**src/rtl/mytimer2.sv**
```systemverilog
// Programmable interval timer: prescaled down-counter with one-shot/auto-reload,
// sticky timeout flag and maskable level interrupt on a simple CPU slave port.
module mytimer2 #(
  parameter int unsigned WIDTH     = 32,
  parameter int unsigned PRE_WIDTH = 16
) (
  input  logic        clk,
  input  logic        reset_n,
  output logic        irq,
  input  logic        s_cs_n,
  input  logic [2:0]  s_address,
  input  logic        s_read,
  output logic [31:0] s_readdata,
  input  logic        s_write,
  input  logic [31:0] s_writedata
);

  localparam logic [2:0] AddrControl  = 3'd0;
  localparam logic [2:0] AddrPeriod   = 3'd1;
  localparam logic [2:0] AddrCount    = 3'd2;
  localparam logic [2:0] AddrStatus   = 3'd3;
  localparam logic [2:0] AddrPrescale = 3'd4;

  logic                 en_q, en_d;
  logic                 cont_q, cont_d;
  logic                 ie_q, ie_d;
  logic                 to_q, to_d;
  logic [WIDTH-1:0]     period_q, period_d;
  logic [WIDTH-1:0]     count_q, count_d;
  logic [PRE_WIDTH-1:0] prescale_q, prescale_d;
  logic [PRE_WIDTH-1:0] pre_cnt_q, pre_cnt_d;
  logic [31:0]          rdata_q, rdata_d;

  logic wr, rd;
  logic ctrl_wr, period_wr, count_wr, status_wr, prescale_wr;
  logic start, stop, tick, timeout;

  assign wr          = ~s_cs_n & s_write;
  assign rd          = ~s_cs_n & s_read;
  assign ctrl_wr     = wr && (s_address == AddrControl);
  assign period_wr   = wr && (s_address == AddrPeriod);
  assign count_wr    = wr && (s_address == AddrCount);
  assign status_wr   = wr && (s_address == AddrStatus);
  assign prescale_wr = wr && (s_address == AddrPrescale);

  assign start = ctrl_wr && s_writedata[0] && !en_q;
  assign stop  = ctrl_wr && !s_writedata[0];

  // >= rather than == so a PRESCALE shrunk below pre_cnt mid-run ticks at once
  // instead of wrapping the whole prescaler range.
  assign tick    = en_q && (pre_cnt_q >= prescale_q);
  assign timeout = tick && (count_q == '0);

  always_comb begin
    en_d       = en_q;
    cont_d     = cont_q;
    ie_d       = ie_q;
    to_d       = to_q;
    period_d   = period_q;
    count_d    = count_q;
    prescale_d = prescale_q;
    pre_cnt_d  = pre_cnt_q;

    if (en_q) begin
      pre_cnt_d = tick ? '0 : pre_cnt_q + PRE_WIDTH'(1);
    end else begin
      pre_cnt_d = '0;
    end

    // A stopping write freezes COUNT on its own edge; the timeout flag still lands.
    if (tick && !stop) begin
      if (count_q != '0) begin
        count_d = count_q - WIDTH'(1);
      end else if (cont_q) begin
        count_d = period_q;
      end
    end

    if (timeout && !cont_q) begin
      en_d = 1'b0;
    end

    if (ctrl_wr) begin
      en_d   = s_writedata[0];
      cont_d = s_writedata[1];
      ie_d   = s_writedata[2];
      if (start || stop) begin
        pre_cnt_d = '0;
      end
    end
    if (start) begin
      count_d = period_q;
    end

    if (period_wr) begin
      period_d = s_writedata[WIDTH-1:0];
    end
    if (count_wr) begin
      count_d = s_writedata[WIDTH-1:0];
    end
    if (prescale_wr) begin
      prescale_d = s_writedata[PRE_WIDTH-1:0];
    end

    // Set beats clear so a timeout coinciding with the acknowledge is not lost.
    if (status_wr && s_writedata[0]) begin
      to_d = 1'b0;
    end
    if (timeout) begin
      to_d = 1'b1;
    end
  end

  always_comb begin
    rdata_d = rdata_q;
    if (rd) begin
      rdata_d = '0;
      case (s_address)
        AddrControl:  rdata_d[2:0]           = {ie_q, cont_q, en_q};
        AddrPeriod:   rdata_d[WIDTH-1:0]     = period_q;
        AddrCount:    rdata_d[WIDTH-1:0]     = count_q;
        AddrStatus:   rdata_d[1:0]           = {en_q, to_q};
        AddrPrescale: rdata_d[PRE_WIDTH-1:0] = prescale_q;
        default:      rdata_d                = '0;
      endcase
    end
  end

  always_ff @(posedge clk) begin
    if (!reset_n) begin
      en_q       <= 1'b0;
      cont_q     <= 1'b0;
      ie_q       <= 1'b0;
      to_q       <= 1'b0;
      period_q   <= '0;
      count_q    <= '0;
      prescale_q <= '0;
      pre_cnt_q  <= '0;
      rdata_q    <= '0;
    end else begin
      en_q       <= en_d;
      cont_q     <= cont_d;
      ie_q       <= ie_d;
      to_q       <= to_d;
      period_q   <= period_d;
      count_q    <= count_d;
      prescale_q <= prescale_d;
      pre_cnt_q  <= pre_cnt_d;
      rdata_q    <= rdata_d;
    end
  end

  assign irq        = to_q & ie_q;
  assign s_readdata = rdata_q;

endmodule

```
**config.mk**
```make
export PLATFORM = sky130hd
export DESIGN_NAME = mytimer2
export DESIGN_NICKNAME = d
export VERILOG_FILES = /design/src/rtl/mytimer2.sv
export SDC_FILE = /design/constraint.sdc
export NUM_CORES = 1
export LEC_CHECK = 0
export ABC_AREA = 1
export BUFFER_PORTS_ARGS = -buffer_cell sky130_fd_sc_hd__buf_2
export CAP_MARGIN = 20
export CELL_PAD_IN_SITES_DETAIL_PLACEMENT = 1
export CELL_PAD_IN_SITES_GLOBAL_PLACEMENT = 2
export CORE_UTILIZATION = 33
export CTS_CLUSTER_DIAMETER = 40
export CTS_CLUSTER_SIZE = 28
export DETAILED_ROUTE_END_ITERATION = 10
export GPL_TIMING_DRIVEN = 0
export PLACE_DENSITY = 0.86
export SLEW_MARGIN = 20
export SYNTH_ARGS = -nofsm -noshare
export SYNTH_HDL_FRONTEND = slang
export SYNTH_SLANG_ARGS = --single-unit
```
**constraint.sdc**
```tcl
create_clock -name clk -period 2.5 [get_ports clk]
set_input_delay 0.125 -clock clk [delete_from_list [all_inputs] [get_ports clk]]
set_output_delay 0.125 -clock clk [all_outputs]
set_load 0.02 [all_outputs]
```
==> flow_summary.yaml <==
setup_path:
  path_cells: "inv_1 > ha_1 > a21oi_1 > o21ai_0 > nor2_2 > nand2_1 > nand2_4 > nand3_4 > buf_2 > nand2_1 > a21oi_1"
  cp_max_fo: 10
  critPathCaptureType: "flop"
  worstSetupStartpointType: "flop"
  max_stage_delay_ns: 0.34
  criticalPathCategory: "reg2reg"
  cp.arrival_ns: 2.58
  worstPathRequired_ns: 2.78
  cpMaxStageDelayCell: "ha_1"
drt:
  vias: 7894
  routed_wl_um: 28400
  post-route-drc-count: 6
  post_drt_wl_per_cell_um: 18.6
  drtAntennaViolNets: 0
  viasPerCell: 5.17
  firstDrtPassIters: 8
  dr.first_iter.drc_count: 515
min_path:
  min_path_type: "in2reg"
timing:
  slew_headroom: 0.494
  max_freq_mhz: 435
  slew_violations: 0
  hold_violations: 0
  finClkSkew_ns: 0.00909
  setup_slack_ns: 0.199
  worst_pin_slew_ns: 0.755
  hold_slack_ns: 0.0110
  rsz0062_at_grt: "false"
  post-route-min-period_ns: 2.30
  fin_crit_sh: 0.920
  tns_ns: 0
  setup_viol: 0
synth:
  synth_top_cell_area_share: 0.354
  ys_ff_latch: 132
  seq_area_frac_synth: 0.354
  synthesis.nets: 1194
  synth.top_cells.by_area: "dfxtp_1 35%, nand2_1 14%, nor2_1 6.9%"
  syn_inst: 1135
  yosys_warnings: 0
  yosysUniqueCellTypes: 43
  netlist_area_mm2: 0.00746
  syn_avg_cell_area_um2: 6.57
  synth_area_leader_cell: "dfxtp_1"
outcome:
  violations: "design-rule violations"
  status: "finished with violations"
final_layout:
  n_antenna_cell: 0
  drive_above_1_share: 0.128
  final_common_cell: "nand2_1"
  num-nets-final: 1294
  layoutNonFillerInstCount: 1528
  final_util: 0.401
  final_cell_mix: "271 x nand2_1, 137 x nor2_1, 132 x dfxtp_1"
  syn_to_final_growth_pct: 18.1
placement:
  dp_cells: 1487
  dp_slack_ns: 0.0158
  port_buffers: 72
  post-dp-hpwl_um: 22000
  gp_congestion: 0.878
global_route:
  antenna_found_initial: 1
  grt_use_total: 0.250
  grt_pass1_vias: 7762
  gr-total-overflow: 0
  grt_max_degree: 17
  grt_pass1_wl_um: 44600
power:
  sequentialPowerShare: 0.358
  power_per_cell_area_mw_per_mm2: 704
  sw_frac_of_total: 0.358
  clockPowerShare: 0.383
  comb_power_share: 0.258
  irDropWorstVdd_mv: 0.404
  p_leak_nw: 3.78
  switchingPower_mw: 2.22
  intPower_mw: 3.98
flow_run:
  drv_cap: 0
clock_tree:
  root_buffer: "clkbuf_16"
  insertion_delay_ns: 0.43
  cts_buffers: 17
  tritoncts: "done"
  clk_pin_slew_worst_paths_ns: 0.06
  post-cts-setup-buffers: 0
  clockBufferDepth: 2
  cts.sinks: 132
  h-tree-depth: 4
floorplan:
  die_height_um: 152
  start_util: 0.340
  core_mm2: 0.0220
  rows: 54
  io_pins: 73
  fp.dieW_um: 152
  dieArea_mm2: 0.0232
## worst paths after layout
kind	startpoint	slack, ns	cells after the start	endpoint
worst min register to register	pre_cnt_q[0]$_SDFF_PN0_	0.46	1	pre_cnt_q[0]$_SDFF_PN0_
worst max register to register	prescale_q[15]$_SDFFE_PN0P_	0.20	11	count_q[12]$_SDFFE_PN0P_
worst min-delay path	s_writedata[27]	0.01	3	period_q[27]$_SDFFE_PN0P_
worst max-delay path	prescale_q[15]$_SDFFE_PN0P_	0.20	11	count_q[12]$_SDFFE_PN0P_
## layer usage
| metal | share of wire | track usage | vias up |
|---|---|---|---|
| li1 | - | - | 3940 |
| met1 | 0.49 | 0.345 | 3764 |
| met2 | 0.44 | 0.394 | 165 |
| met3 | 0.053 | 0.0546 | 25 |
| met4 | 0.012 | 0.0603 | 0 |
| met5 | 0 | 0 | - |
## repair_timing
item                                    4_1_cts  5_1_grt
resized for setup                             0        3
endpoints found under the hold margin        12        0
endpoints found under the setup margin        0       18
hold buffers                                  9        0
## worst max-delay path: cells and delay by family, from the launching register on
| family | cells | cell delay [ns] |
|---|---|---|
| AO/OA/AOI/OAI | 3 | 0.34 |
| buffers and inverters | 2 | 0.34 |
| adder cells (fa/ha/maj) | 1 | 0.34 |
| flip-flops | 1 | 0.33 |
| AND/OR/NAND/NOR | 5 | 0.80 |
## layout make-up
type | instances | area (um2)
clock buffer | 20 | 437
clock inverter | 12 | 98.8
tap | 280 | 350
buffer | 56 | 292
sequential | 132 | 2640
inverter | 124 | 467
timing repair buffer | 81 | 450
multi-input combinational | 823 | 4070
fill | 2903 | 13200
## power groups by stage
stage	sequential (mW)	combinational, mW	clock [mW]
3_3_place_gp	2.27	1.55	0
5_1_grt	2.23	1.79	2.50
2_1_floorplan	2.26	1.09	0
6_report	2.22	1.60	2.38
4_1_cts	2.22	1.59	2.42
3_5_place_dp	2.27	1.57	0
## cells in the mapped netlist, drive strengths merged
| cell | instances |
|---|---|
| o22ai | 8 |
| nor2 | 152 |
| a22oi | 1 |
| xnor2 | 9 |
| inv | 121 |
| o21a | 1 |
| nand3 | 61 |
| a21oi | 97 |
| dfxtp | 132 |
| xor2 | 10 |
| nor3 | 8 |
| nor3b | 3 |
| buf | 29 |
| a31oi | 18 |
| clkbuf | 27 |
| clkinv | 3 |
| nand2 | 278 |
| o31ai | 1 |
| ha | 19 |
| nor4 | 2 |
| nand4 | 43 |
| o221ai | 7 |
| o21ai | 98 |
| nand3b | 5 |
| o21bai | 1 |
| a22o | 1 |
## logic make-up (layout without fill, tap and decap cells)
kind of cell | count (synthesis) | count (layout) | share of synthesized area
buf+inv | 180 | 293 | 0.102
simple gates | 552 | 552 | 0.323
fa+ha+maj | 19 | 19 | 0.0319
compound gates | 233 | 233 | 0.167
flops | 132 | 132 | 0.354
xor+xnor | 19 | 19 | 0.0223
## per-stage QoR
step	instance area, um2	power, mW
6_report	8810	6.20
5_1_grt	8810	6.52
4_1_cts	8790	6.23
3_5_place_dp	8170	3.84
3_3_place_gp	8170	3.82
2_1_floorplan	7460	3.36
## state kept, by name, summed over array words and instances, names as in the netlist
name and count:
count_q 32, to_q 1, ie_q 1, en_q 1, prescale_q 16, period_q 32, pre_cnt_q 16, s_readdata 32
cont_q 1
Power figures use the tool's default switching activity.
